==> src/rtl/wpg_pkg.sv <==
// Shared types and default sizing for the serial waveform pattern generator.
//   wpg_state_t : sequencer state (idle / streaming)
//   WPG_WORD_W  : default bits per pattern word
//   WPG_DEPTH   : default number of pattern words
package wpg_pkg;

   localparam int unsigned WPG_WORD_W = 8;
   localparam int unsigned WPG_DEPTH  = 16;

   typedef enum logic {
      WPG_IDLE = 1'b0,
      WPG_RUN  = 1'b1
   } wpg_state_t;

endpackage : wpg_pkg

==> src/rtl/wpg_pattern_mem.sv <==
// Pattern RAM: DEPTH x WORD_W, synchronous write, asynchronous read, no reset.
// Ports:
//   clk       : write clock
//   wr_en     : write strobe (already qualified by the caller)
//   wr_addr   : write word address
//   wr_data   : write data
//   rd_addr   : read word address
//   rd_data_c : combinational read data
module wpg_pattern_mem
   import wpg_pkg::*;
#(
   parameter int unsigned WORD_W = WPG_WORD_W,
   parameter int unsigned DEPTH  = WPG_DEPTH,
   parameter int unsigned ADDR_W = $clog2(DEPTH)
) (
   input  logic              clk,
   input  logic              wr_en,
   input  logic [ADDR_W-1:0] wr_addr,
   input  logic [WORD_W-1:0] wr_data,
   input  logic [ADDR_W-1:0] rd_addr,
   output logic [WORD_W-1:0] rd_data_c
);

   logic [WORD_W-1:0] mem [DEPTH];

   // Contents deliberately survive reset.
   always_ff @(posedge clk) begin
      if (wr_en) begin
         mem[wr_addr] <= wr_data;
      end
   end

   assign rd_data_c = mem[rd_addr];

endmodule : wpg_pattern_mem

==> src/rtl/wave_pattern_gen.sv <==
// Serial waveform generator: streams pattern RAM words out one bit per clock.
// Ports:
//   clk       : rising-edge clock
//   clear     : asynchronous active-high reset (RAM contents are kept)
//   wr_en     : pattern write strobe, honoured only while not busy
//   wr_addr   : pattern write word address
//   wr_data   : pattern write data
//   start     : start request, level sampled each edge while idle
//   stop      : abort request, wins over start and over completion
//   mode_loop : 1 = wrap forever, 0 = one-shot (latched at start)
//   msb_first : emit each word MSB first when 1 (latched at start)
//   last_addr : final word of the pattern (latched at start)
//   wf        : registered waveform bit
//   busy      : high while streaming
//   done      : one-cycle pulse on one-shot completion
//   word_idx  : word of the bit currently on wf
//   bit_idx   : emission position within the word of the bit on wf
module wave_pattern_gen
   import wpg_pkg::*;
#(
   parameter int unsigned WORD_W = WPG_WORD_W,
   parameter int unsigned DEPTH  = WPG_DEPTH,
   parameter int unsigned ADDR_W = $clog2(DEPTH),
   parameter int unsigned BIT_W  = $clog2(WORD_W)
) (
   input  logic              clk,
   input  logic              clear,
   input  logic              wr_en,
   input  logic [ADDR_W-1:0] wr_addr,
   input  logic [WORD_W-1:0] wr_data,
   input  logic              start,
   input  logic              stop,
   input  logic              mode_loop,
   input  logic              msb_first,
   input  logic [ADDR_W-1:0] last_addr,
   output logic              wf,
   output logic              busy,
   output logic              done,
   output logic [ADDR_W-1:0] word_idx,
   output logic [BIT_W-1:0]  bit_idx
);

   wpg_state_t        state;
   logic              loop_r;
   logic              msb_r;
   logic [ADDR_W-1:0] last_r;

   logic [WORD_W-1:0] rd_data_c;
   logic [ADDR_W-1:0] rd_addr;
   logic [BIT_W-1:0]  rd_pos;
   logic [BIT_W-1:0]  phys;
   logic              msb_sel;
   logic              rd_bit;
   logic              bit_last;
   logic              word_last;
   logic [BIT_W-1:0]  nxt_bit;
   logic [ADDR_W-1:0] nxt_word;

   wpg_pattern_mem #(
      .WORD_W (WORD_W),
      .DEPTH  (DEPTH),
      .ADDR_W (ADDR_W)
   ) u_mem (
      .clk       (clk),
      .wr_en     (wr_en & ~busy),
      .wr_addr   (wr_addr),
      .wr_data   (wr_data),
      .rd_addr   (rd_addr),
      .rd_data_c (rd_data_c)
   );

   // Look-ahead: address and bit position of the bit to show after the next edge.
   // While idle this is (0,0) so an accepted start shows the first bit at once,
   // read before any same-edge write lands.
   always_comb begin
      bit_last  = (bit_idx == BIT_W'(WORD_W - 1));
      word_last = (word_idx == last_r);
      nxt_bit   = bit_idx + BIT_W'(1);
      nxt_word  = word_idx;
      if (bit_last) begin
         nxt_word = word_last ? '0 : word_idx + ADDR_W'(1);
      end
      rd_addr = (state == WPG_RUN) ? nxt_word : '0;
      rd_pos  = (state == WPG_RUN) ? nxt_bit  : '0;
      msb_sel = (state == WPG_RUN) ? msb_r    : msb_first;
      phys    = msb_sel ? (BIT_W'(WORD_W - 1) - rd_pos) : rd_pos;
      rd_bit  = rd_data_c[phys];
   end

   // Sequencer with registered outputs.
   always_ff @(posedge clk or posedge clear) begin
      if (clear) begin
         state    <= WPG_IDLE;
         loop_r   <= 1'b0;
         msb_r    <= 1'b0;
         last_r   <= '0;
         wf       <= 1'b0;
         busy     <= 1'b0;
         done     <= 1'b0;
         word_idx <= '0;
         bit_idx  <= '0;
      end else begin
         done <= 1'b0;
         case (state)
            WPG_IDLE: begin
               if (start && !stop) begin
                  loop_r   <= mode_loop;
                  msb_r    <= msb_first;
                  last_r   <= last_addr;
                  wf       <= rd_bit;
                  word_idx <= '0;
                  bit_idx  <= '0;
                  busy     <= 1'b1;
                  state    <= WPG_RUN;
               end
            end
            WPG_RUN: begin
               if (stop) begin
                  wf       <= 1'b0;
                  busy     <= 1'b0;
                  word_idx <= '0;
                  bit_idx  <= '0;
                  state    <= WPG_IDLE;
               end else if (bit_last && word_last && !loop_r) begin
                  wf       <= 1'b0;
                  busy     <= 1'b0;
                  done     <= 1'b1;
                  word_idx <= '0;
                  bit_idx  <= '0;
                  state    <= WPG_IDLE;
               end else begin
                  wf       <= rd_bit;
                  word_idx <= nxt_word;
                  bit_idx  <= nxt_bit;
               end
            end
            default: state <= WPG_IDLE;
         endcase
      end
   end

endmodule : wave_pattern_gen

==> config.mk <==
export PLATFORM = sky130hd
export DESIGN_NAME = wave_pattern_gen
export DESIGN_NICKNAME = d
export VERILOG_FILES = /design/src/rtl/wpg_pkg.sv /design/src/rtl/wpg_pattern_mem.sv /design/src/rtl/wave_pattern_gen.sv
export SDC_FILE = /design/constraint.sdc
export NUM_CORES = 1
export LEC_CHECK = 0
export BUFFER_PORTS_ARGS = -buffer_cell sky130_fd_sc_hd__clkbuf_2
export CORE_ASPECT_RATIO = 0.8
export CORE_MARGIN = 8
export CORE_UTILIZATION = 50
export DETAILED_ROUTE_END_ITERATION = 12
export MAX_ROUTING_LAYER = met4
export PLACE_DENSITY = 0.67
export SETUP_SLACK_MARGIN = 0.05
export SLEW_MARGIN = 20
export SYNTH_ARGS = -nofsm -noshare
export SYNTH_HDL_FRONTEND = slang
export SYNTH_SLANG_ARGS = --single-unit
==> constraint.sdc <==
create_clock -name clk -period 4.43 [get_ports clk]
set_input_delay 0.6645 -clock clk [delete_from_list [all_inputs] [get_ports clk]]
set_output_delay 0.6645 -clock clk [all_outputs]
set_load 0.02 [all_outputs]
# Word level (Yosys, flattened, before mapping)
# Memories as Yosys holds them, arrays and structs flattened.
# Index checks and enable logic that the tools add are counted.
# totals
output_inout_bits	10
mem_count	1
ramBits	128
wordCells	61
in_bits	23
reg_bits	17
# op_classes
n_bitwise	3
n_mux	33
eq_ne	4
n_reduce_logical	7
add_sub_neg	3
magnitude_cmp	1
# memory_table
name	depth	width	rd	rd_ports_with_merged_regs	write_ports	line	rtl
u_mem.mem	16	8	1	0	1	wpg_pattern_mem.sv:24	logic [WORD_W-1:0] mem [DEPTH];
# op_table
cell	count
$mux 4	6
$mux 1	16
$mux 3	5
$pmux 4 s2	1
$pmux 1 s2	3
$pmux 3 s2	1
$add 4x1->4 const B	1
$eq 4x4->1	1
$lt 3x4->1 const B	1
$reduce_and 2->1	2
$add 3x1->3 const B	1
$bmux 1 s3	1
$eq 3x3->1 const B	1
$logic_and 1x1->1	3
$ne 3x2->1 const B	1
$sub 3x3->3 const A	1
$logic_not 1->1	2
$ne 2x2->1 const B	1
$not 1->1	2
$and 1x1->1	1

# Depth between registers and ports, before layout
# Gate-level depths: netlist of the first run.
# An unclocked memory read counts as a cell.
# depth
ltp_word	10
ltp_mapped	13
ltp_nobuf	10

# Hierarchy
# A second synthesis of the first run with hierarchy kept.
# unflattened
cells_unflattened	330
hier_area_um2	6049.6
# modules_own_cells
mod	cells_each	area_each_um2	n_inst
wpg_pattern_mem	221	4987.3	1
wave_pattern_gen	109	1062.3	1

# Least setup slack after synthesis of the first run
# Ideal clock, no wire load.
# synth_path
path_type	register to register
startpoint	reg bit_idx[0]
endpoint	reg wf
n_path_buf	2
period_less_slack_ns	2.847
setup_time_ns	0.123
stages_incl_launch_ff	13
path_slack_ns	1.583
arrival_ns	2.724
t_required_ns	4.307
cell_sequence	dfrtp_1 > ha_1 > ha_1 > buf_4 > mux2_2 > nand2_1 > buf_4 > nand2_1 > o32ai_1 > a21oi_1 > a2111oi_0 > o31ai_1 > o221a_1
# synth_between
elab_chain_len	9
# synth_rtl
item	line	rtl
from (decl)	wave_pattern_gen.sv:40	output logic [BIT_W-1:0] bit_idx
from (signal assigned)	wave_pattern_gen.sv:134	bit_idx <= nxt_bit;
$add 3x1->3 or $eq 3x3->1 (tied branches)	wave_pattern_gen.sv:78, wave_pattern_gen.sv:76	
$mux 3 or $mux 4 (tied branches)	wave_pattern_gen.sv:84, wave_pattern_gen.sv:80	
$sub 3x3->3 or $mux 4 (tied branches)	wave_pattern_gen.sv:86, wave_pattern_gen.sv:83	
$mux 3 or $mem_v2 16x8 (tied branches)	--	
$bmux 1 s3	wave_pattern_gen.sv:87	rd_bit = rd_data_c[phys];
$mux 1 (not written as such)	wave_pattern_gen.sv:87	
$mux 1	wave_pattern_gen.sv:124	end else if (bit_last && word_last && !loop_r) begin
$mux 1	wave_pattern_gen.sv:118	if (stop) begin
$pmux 1 s2 *	wave_pattern_gen.sv:104	case (state)
to (signal assigned)	wave_pattern_gen.sv:110	wf <= rd_bit;
to (signal assigned)	wave_pattern_gen.sv:132	wf <= rd_bit;
to (decl)	wave_pattern_gen.sv:36	output logic wf,
# Mark *: on every way between the ends. The rest lies on a longest branch, timed or not. The select of a mux whose other input is x is not followed.
# A chain may end at the register's enable or synchronous reset.

# Worst setup path after layout of the first run
# Ends and elaborated chain as after synthesis.

==> results of run 1 <==
-- critical path, delay by kind of cell, from the launching register on --
family / cells / cell delay, ns
AO/OA/AOI/OAI: 3 / 0.90
adder cells (fa/ha/maj): 2 / 0.63
buffers and inverters: 1 / 0.28
flip-flops: 1 / 0.47
multiplexers: 1 / 0.33
AND/OR/NAND/NOR: 3 / 0.92
-- worst max-delay path by stage --
stage / slack (ns) / endpoint / startpoint
global placement: 1.00 / wf / bit_idx[0]
floorplan: 1.58 / wf / bit_idx[0]
CTS: 0.78 / wf / bit_idx[0]
global route: 0.55 / wf / bit_idx[0]
finish: 0.78 / wf / bit_idx[0]
detailed placement: 0.82 / wf / bit_idx[0]
-- registers in the layout, indices dropped and copies added, names as in the netlist --
name and cells:
done 1, loop_r 1, u_mem.mem 128, bit_idx 3, busy 1, last_r 4
wf 1, word_idx 4, state 1, msb_r 1
-- metrics by stage --
step	util, %	instance area [um^2]	hold WS, ns	power, uW
after floorplan	-	6250	0.432	1690
after detailed placement	54.1	6600	0.456	1770
final	59.0	7200	0.329	3190
after global routing	59.0	7200	0.386	3290
after CTS	59.0	7200	0.340	3210
after global placement	54.1	6600	0.455	1770
-- layout make-up --
cell class / count / area, um^2 / area share, %
repair buffers: 45 / 258 / 3.58
multi-input cells: 279 / 1840 / 25.6
well taps: 171 / 214 / 2.97
inverters: 5 / 18.8 / 0.261
flip-flops and latches: 145 / 4270 / 59.3
clock buffers: 18 / 429 / 5.96
clock inverters: 14 / 169 / 2.35
-- Yosys cell counts (all sizes together), types with 3 or more instances --
cell,instances,area [um^2]
edfxtp,128,3840
nand2,52,195
nor2,25,93.8
a21oi,23,149
o21ai,19,98.9
mux2,18,206
dfrtp,17,425
buf,15,106
nand3,14,70.1
mux2i,12,120
nor3,11,55.1
xnor2,8,70.1
a221o,7,70.1
a31oi,6,37.5
clkbuf,6,22.5
o22ai,6,37.5
a21o,5,37.5
inv,5,18.8
and2,4,25.0
and3,4,25.0
o221ai,4,35.0
o311ai,4,35.0
a221oi,3,26.3
a22oi,3,22.5
ha,3,37.5
nand2b,3,18.8
o211ai,3,22.5
-- where the power goes --
group	internal [uW]	total, uW	leakage (uW)	switching, uW
logic	72.3	196	0.000837	124
clock network	851	1450	0.000296	596
registers	1520	1550	0.00137	27.4
-- logic make-up (layout without fill, tap and decap cells) --
| group | count (synthesis) | count (layout) | synth area share [%] |
|---|---|---|---|
| flops | 145 | 145 | 68.3 |
| simple gates | 129 | 129 | 9.62 |
| compound gates | 107 | 107 | 12.4 |
| mux | 30 | 30 | 5.22 |
| buf+inv | 26 | 82 | 2.36 |
| xor+xnor | 10 | 10 | 1.52 |
| fa+ha+maj | 3 | 3 | 0.600 |
-- per-layer routing --
layer | up-vias | track usage (%) | share of wire (%)
li1 | 1845 | - | -
met1 | 2064 | 27.0 | 46
met2 | 216 | 28.6 | 45
met3 | 32 | 5.10 | 7.4
met4 | 0 | 7.29 | 1.7
met5 | - | - | 0
==> flow_metrics.env, run 1 <==
export IMPL_place_hpwl_um=10200
export IMPL_rr_worst_depth=10
export IMPL_instances_no_fill=677
export IMPL_drt_iter0_drc=615
export IMPL_areaGrowthSynthToFinish_pct=15.1
export IMPL_grt_max_degree=24
export IMPL_holdCritPathClass="primary input to async pin"
export IMPL_fill_cells=933
export IMPL_power_density_mw_per_mm2=443
export IMPL_ys_async_sr_fraction_pct=11.7
export IMPL_rsz0062_at_grt="no"
export IMPL_setup_viol=0
export IMPL_r2r_end="wf"
export IMPL_tightest_slew_ns=1.09
export IMPL_crit_required_ns=4.74
export IMPL_place_inst=645
export IMPL_cts_resized=0
export IMPL_fmax_mhz=274
export IMPL_place_ws_ns=0.823
export IMPL_ctsHoldBuffers=0
export IMPL_clk_path_buf_depth=2
export IMPL_antenna_found_initial=0
export IMPL_synth_seq_cells=145
export IMPL_dr_pass1_iters=7
export IMPL_leakagePower_uw=0.00250
export IMPL_final_hold_viol_count=0
export IMPL_cts_tree="done"
export IMPL_core_mm2=0.0122
export IMPL_h_tree_depth=4
export IMPL_synthCells=450
export IMPL_syn_area_mm2=0.00625
export IMPL_max_vdd_ir_drop_mv=0.389
export IMPL_vias=4157
export IMPL_path_max_fanout=22
export IMPL_period_needed_ns=3.65
export IMPL_drc=0
export IMPL_root_buffer="clkbuf_16"
export IMPL_post_route_period_util_pct=82.4
export IMPL_synthFlopType="edfxtp_1"
export IMPL_slew_violations=0
export IMPL_die_w_um=141
export IMPL_synth_fp_nets=476
export IMPL_cts_made_buffers=17
export IMPL_finClkSkew_ns=0.00697
export IMPL_synth_enable_flop_cells=128
export IMPL_cpMostUsedCell="ha_1"
export IMPL_post_synth_num_cell_types=65
export IMPL_fp_dieH_um=116
export IMPL_critPathArrivalTime_ns=3.97
export IMPL_slew_headroom_pct=27.3
export IMPL_drive_above_1_share_pct=20.0
export IMPL_path_class="flop to flop"
export IMPL_maxCapViolations=0
export IMPL_syn_area_per_cell_um2=13.9
export IMPL_grt_pass1_wl_um=23400
export IMPL_gr_usage_all_layers_pct=20.0
export IMPL_status="finished, final reports clean"
export IMPL_routabilityCongestion=0.893
export IMPL_ys_warn_count=0
export IMPL_wl_um=15300
export IMPL_initial_utilization_pct=51.2
export IMPL_cp_slowest_stage_delay_ns=0.60
export IMPL_wire_per_inst_um=22.5
export IMPL_nets=519
export IMPL_clock_latency_ns=0.43
export IMPL_reg2reg_slack_ns=0.78
export IMPL_io_pins=33
export IMPL_clock_sinks=145
export IMPL_postRouteAntennaNets=0
export IMPL_rows=36
export IMPL_end_kind="flop"
export IMPL_seq_area_frac_synth_pct=68.3
export IMPL_tns_ns=0
export IMPL_final_common_cell="edfxtp_1"
export IMPL_gr_total_overflow=0
export IMPL_slowest_stage="a21oi_4"
export IMPL_io_buffers=32
export IMPL_diodes=0
export IMPL_die_area_mm2=0.0164
export IMPL_path_cells="ha_1 > ha_1 > mux2_2 > nand2_1 > a21oi_4 > buf_4 > a221oi_1 > or3_1 > and4_1 > o221a_1"
export IMPL_start_kind="flop"
export IMPL_layout_common_cells="edfxtp_1, nand2_1, clkbuf_2"
export IMPL_worst_slack_ns=0.778
export IMPL_drt_vias_per_instance=6.14
export IMPL_clk_pin_slew_ns=0.07
export IMPL_worstReg2RegStart="bit_idx[0]"
export IMPL_grt_pass1_vias=3912
export IMPL_cts_setup_buffers=0
No activity file was read; power rests on OpenSTA's default activity.
==> run 2: changes to the inputs <==
--- a/config.mk
+++ b/config.mk
@@ -5,6 +5,7 @@
 export SDC_FILE = /design/constraint.sdc
 export NUM_CORES = 1
 export LEC_CHECK = 0
+export ABC_AREA = 1
 export BUFFER_PORTS_ARGS = -buffer_cell sky130_fd_sc_hd__clkbuf_2
 export CORE_ASPECT_RATIO = 0.8
 export CORE_MARGIN = 8
==> constraint.sdc (replaced) <==
create_clock -name clk -period 3.7 [get_ports clk]
set_input_delay 0.555 -clock clk [delete_from_list [all_inputs] [get_ports clk]]
set_output_delay 0.555 -clock clk [all_outputs]
set_load 0.02 [all_outputs]
==> run 2 against run 1 <==
Flip-flop and latch count unchanged. Highest routed layer unchanged. Die area decreased by 0.46%. First-iteration DRC count increased by 11%. Largest cell class unchanged.
==> flow_metrics.env, run 2 <==
export IMPL_power_density_mw_per_mm2=615
export IMPL_tightest_slew_ns=0.850
export IMPL_syn_area_per_cell_um2=11.3
export IMPL_drive_above_1_share_pct=13.0
export IMPL_vias=4533
export IMPL_status="finished, final reports clean"
export IMPL_synthCells=552
export IMPL_drt_vias_per_instance=6.08
export IMPL_post_synth_num_cell_types=23
export IMPL_synthFlopType="edfxtp_1"
export IMPL_start_kind="flop"
export IMPL_path_class="flop to flop"
export IMPL_leakagePower_uw=0.00269
export IMPL_gr_total_overflow=0
export IMPL_layout_common_cells="edfxtp_1, nand3_1, nand2_1"
export IMPL_final_hold_viol_count=0
export IMPL_yosys_top_cells_area="edfxtp_1, nand3_1, nand2_1, dfrtp_1, nand4_1"
export IMPL_max_vdd_ir_drop_mv=0.323
export IMPL_fp_dieH_um=116
export IMPL_tns_ns=0
export IMPL_core_mm2=0.0122
export IMPL_h_tree_depth=4
export IMPL_slew_headroom_pct=43.3
export IMPL_cts_made_buffers=17
export IMPL_initial_utilization_pct=51.2
export IMPL_cts_resized=0
export IMPL_path_max_fanout=64
export IMPL_crit_required_ns=4.06
export IMPL_ys_warn_count=0
export IMPL_grt_pass1_wl_um=24300
export IMPL_wl_um=15600
export IMPL_maxCapViolations=0
export IMPL_slew_violations=0
export IMPL_die_area_mm2=0.0163
export IMPL_place_hpwl_um=9760
export IMPL_synth_common_cells="edfxtp_1, nand3_1, nand2_1, nand4_1, nor2_1"
export IMPL_synth_enable_flop_cells=128
export IMPL_final_common_cell="edfxtp_1"
export IMPL_rsz0062_at_grt="no"
export IMPL_ctsHoldBuffers=0
export IMPL_syn_area_mm2=0.00622
export IMPL_end_kind="flop"
export IMPL_regMostFlops="u_mem.mem"
export IMPL_io_buffers=32
export IMPL_clk_pin_slew_ns=0.06
export IMPL_period_needed_ns=3.08
export IMPL_holdCritPathClass="primary input to async pin"
export IMPL_largest_register_ffs=128
export IMPL_critPathArrivalTime_ns=3.44
export IMPL_drt_iter0_drc=683
export IMPL_io_pins=33
export IMPL_ys_async_sr_fraction_pct=11.7
export IMPL_design_area_mm2=0.00714
export IMPL_placed_area_mm2=0.00651
export IMPL_cts_tree="done"
export IMPL_routabilityCongestion=0.920
export IMPL_fmax_mhz=325
export IMPL_clk_path_buf_depth=2
export IMPL_areaGrowthSynthToFinish_pct=14.8
export IMPL_setup_viol=0
export IMPL_seq_area_frac_synth_pct=68.6
export IMPL_dr_pass1_iters=6
export IMPL_finClkSkew_ns=0.00723
export IMPL_gr_usage_all_layers_pct=20.6
export IMPL_grt_pass1_vias=4236
export IMPL_postRouteAntennaNets=0
export IMPL_drc=0
export IMPL_synth_fp_nets=578
export IMPL_nets=606
export IMPL_diodes=0
export IMPL_reg_top3="u_mem.mem: 128 flops, last_r: 4 flops, word_idx: 4 flops"
export IMPL_synth_seq_cells=145
export IMPL_root_buffer="clkbuf_16"
export IMPL_cts_setup_buffers=0
export IMPL_fill_cells=989
export IMPL_grt_max_degree=65
export IMPL_clock_sinks=145
export IMPL_die_w_um=141
export IMPL_antenna_found_initial=0
export IMPL_clock_latency_ns=0.42
export IMPL_post_route_period_util_pct=83.3
export IMPL_synthDominantCellAreaShare_pct=61.8
export IMPL_rows=36
export IMPL_hold_ws_ns=0.210
export IMPL_synth_top_area_cell="edfxtp_1"
export IMPL_wire_per_inst_um=21.0
run 2: changes by cell type in the layout (fill, tap and decap cells not counted), moves of 10 or more:
| cell | delta |
|---|---|
| nand2_1 | +68 |
| o21ai_0 | -10 |
| nand4_1 | +42 |
| mux2_2 | -13 |
| a21oi_1 | -15 |
| mux2i_1 | -12 |
| nand3_1 | +113 |
| inv_1 | +16 |
run 2: area by class of cell:
| type | count | area (um^2) | share of cell area (%) |
|---|---|---|---|
| Timing Repair Buffer | 41 | 228 | 3.19 |
| Tap cell | 152 | 190 | 2.66 |
| Clock inverter | 15 | 208 | 2.91 |
| Sequential cell | 145 | 4270 | 59.8 |
| Multi-Input combinational cell | 354 | 1740 | 24.4 |
| Inverter | 21 | 78.8 | 1.10 |
| Clock buffer | 17 | 425 | 5.96 |
run 2: power breakdown:
| group | switching, uW | internal [uW] |
|---|---|---|
| sequential | 83.9 | 1870 |
| clock | 694 | 1140 |
| combinational | 421 | 184 |
| total | 1200 | 3190 |
run 2: path summary, 6_finish.rpt:
path	startpoint	to	slack, ns	cells after the start
worst max-delay path	bit_idx[0]	wf	0.62	17
worst min-delay path	clear	last_r[0]	0.21	2
worst max register to register	bit_idx[0]	wf	0.62	17
worst min register to register	loop_r	done	0.51	1
max in group asynchronous	clear	bit_idx[0]	3.06	2
min in group clk	stop	word_idx[1]	0.36	2
run 2: metal layers:
| metal | up-vias | track usage [%] | wire [um] |
|---|---|---|---|
| met5 | - | - | 0 |
| met4 | 0 | 7.07 | 233 |
| met3 | 22 | 6.38 | 1450 |
| met2 | 249 | 30.2 | 7150 |
| met1 | 2206 | 27.0 | 6790 |
| li1 | 2056 | - | - |
run 2: critical path, stage by stage, from the launching register on:
cell	delay (ns)
dfrtp_1	0.43
ha_1	0.18
ha_1	0.34
nand2_1	0.09
nor2_1	0.14
nand3_2	0.19
nand3_2	0.12
buf_4	0.57
nand2_1	0.16
nand3_1	0.13
nand3_1	0.11
nand3_1	0.12
nand3_1	0.09
nand3_1	0.09
nand2_1	0.05
nand2_1	0.05
nand3_1	0.06
nand2_1	0.07
run 2: through the flow:
| stage | worst slack (ns) | power [uW] | instances | utilization, % |
|---|---|---|---|---|
| 2_1_floorplan | 1.25 | 2370 | 552 | - |
| 3_3_place_gp | 0.811 | 2570 | 713 | 53.5 |
| 3_5_place_dp | 0.677 | 2570 | 713 | 53.5 |
| 4_1_cts | 0.649 | 4390 | 745 | 58.7 |
| 5_1_grt | 0.356 | 4540 | 745 | 58.7 |
| 6_report | 0.619 | 4390 | 745 | 58.7 |
run 2: cells by family (layout without fill, tap and decap cells):
group | after synthesis | in the layout | share of synthesized area (%)
AO/OA/AOI/OAI | 17 | 17 | 1.63
XOR/XNOR | 6 | 6 | 0.965
multiplexers | 2 | 2 | 0.362
adder cells (fa/ha/maj) | 3 | 3 | 0.603
AND/OR/NAND/NOR | 326 | 326 | 24.2
buffers and inverters | 53 | 94 | 3.62
flip-flops | 145 | 145 | 68.6
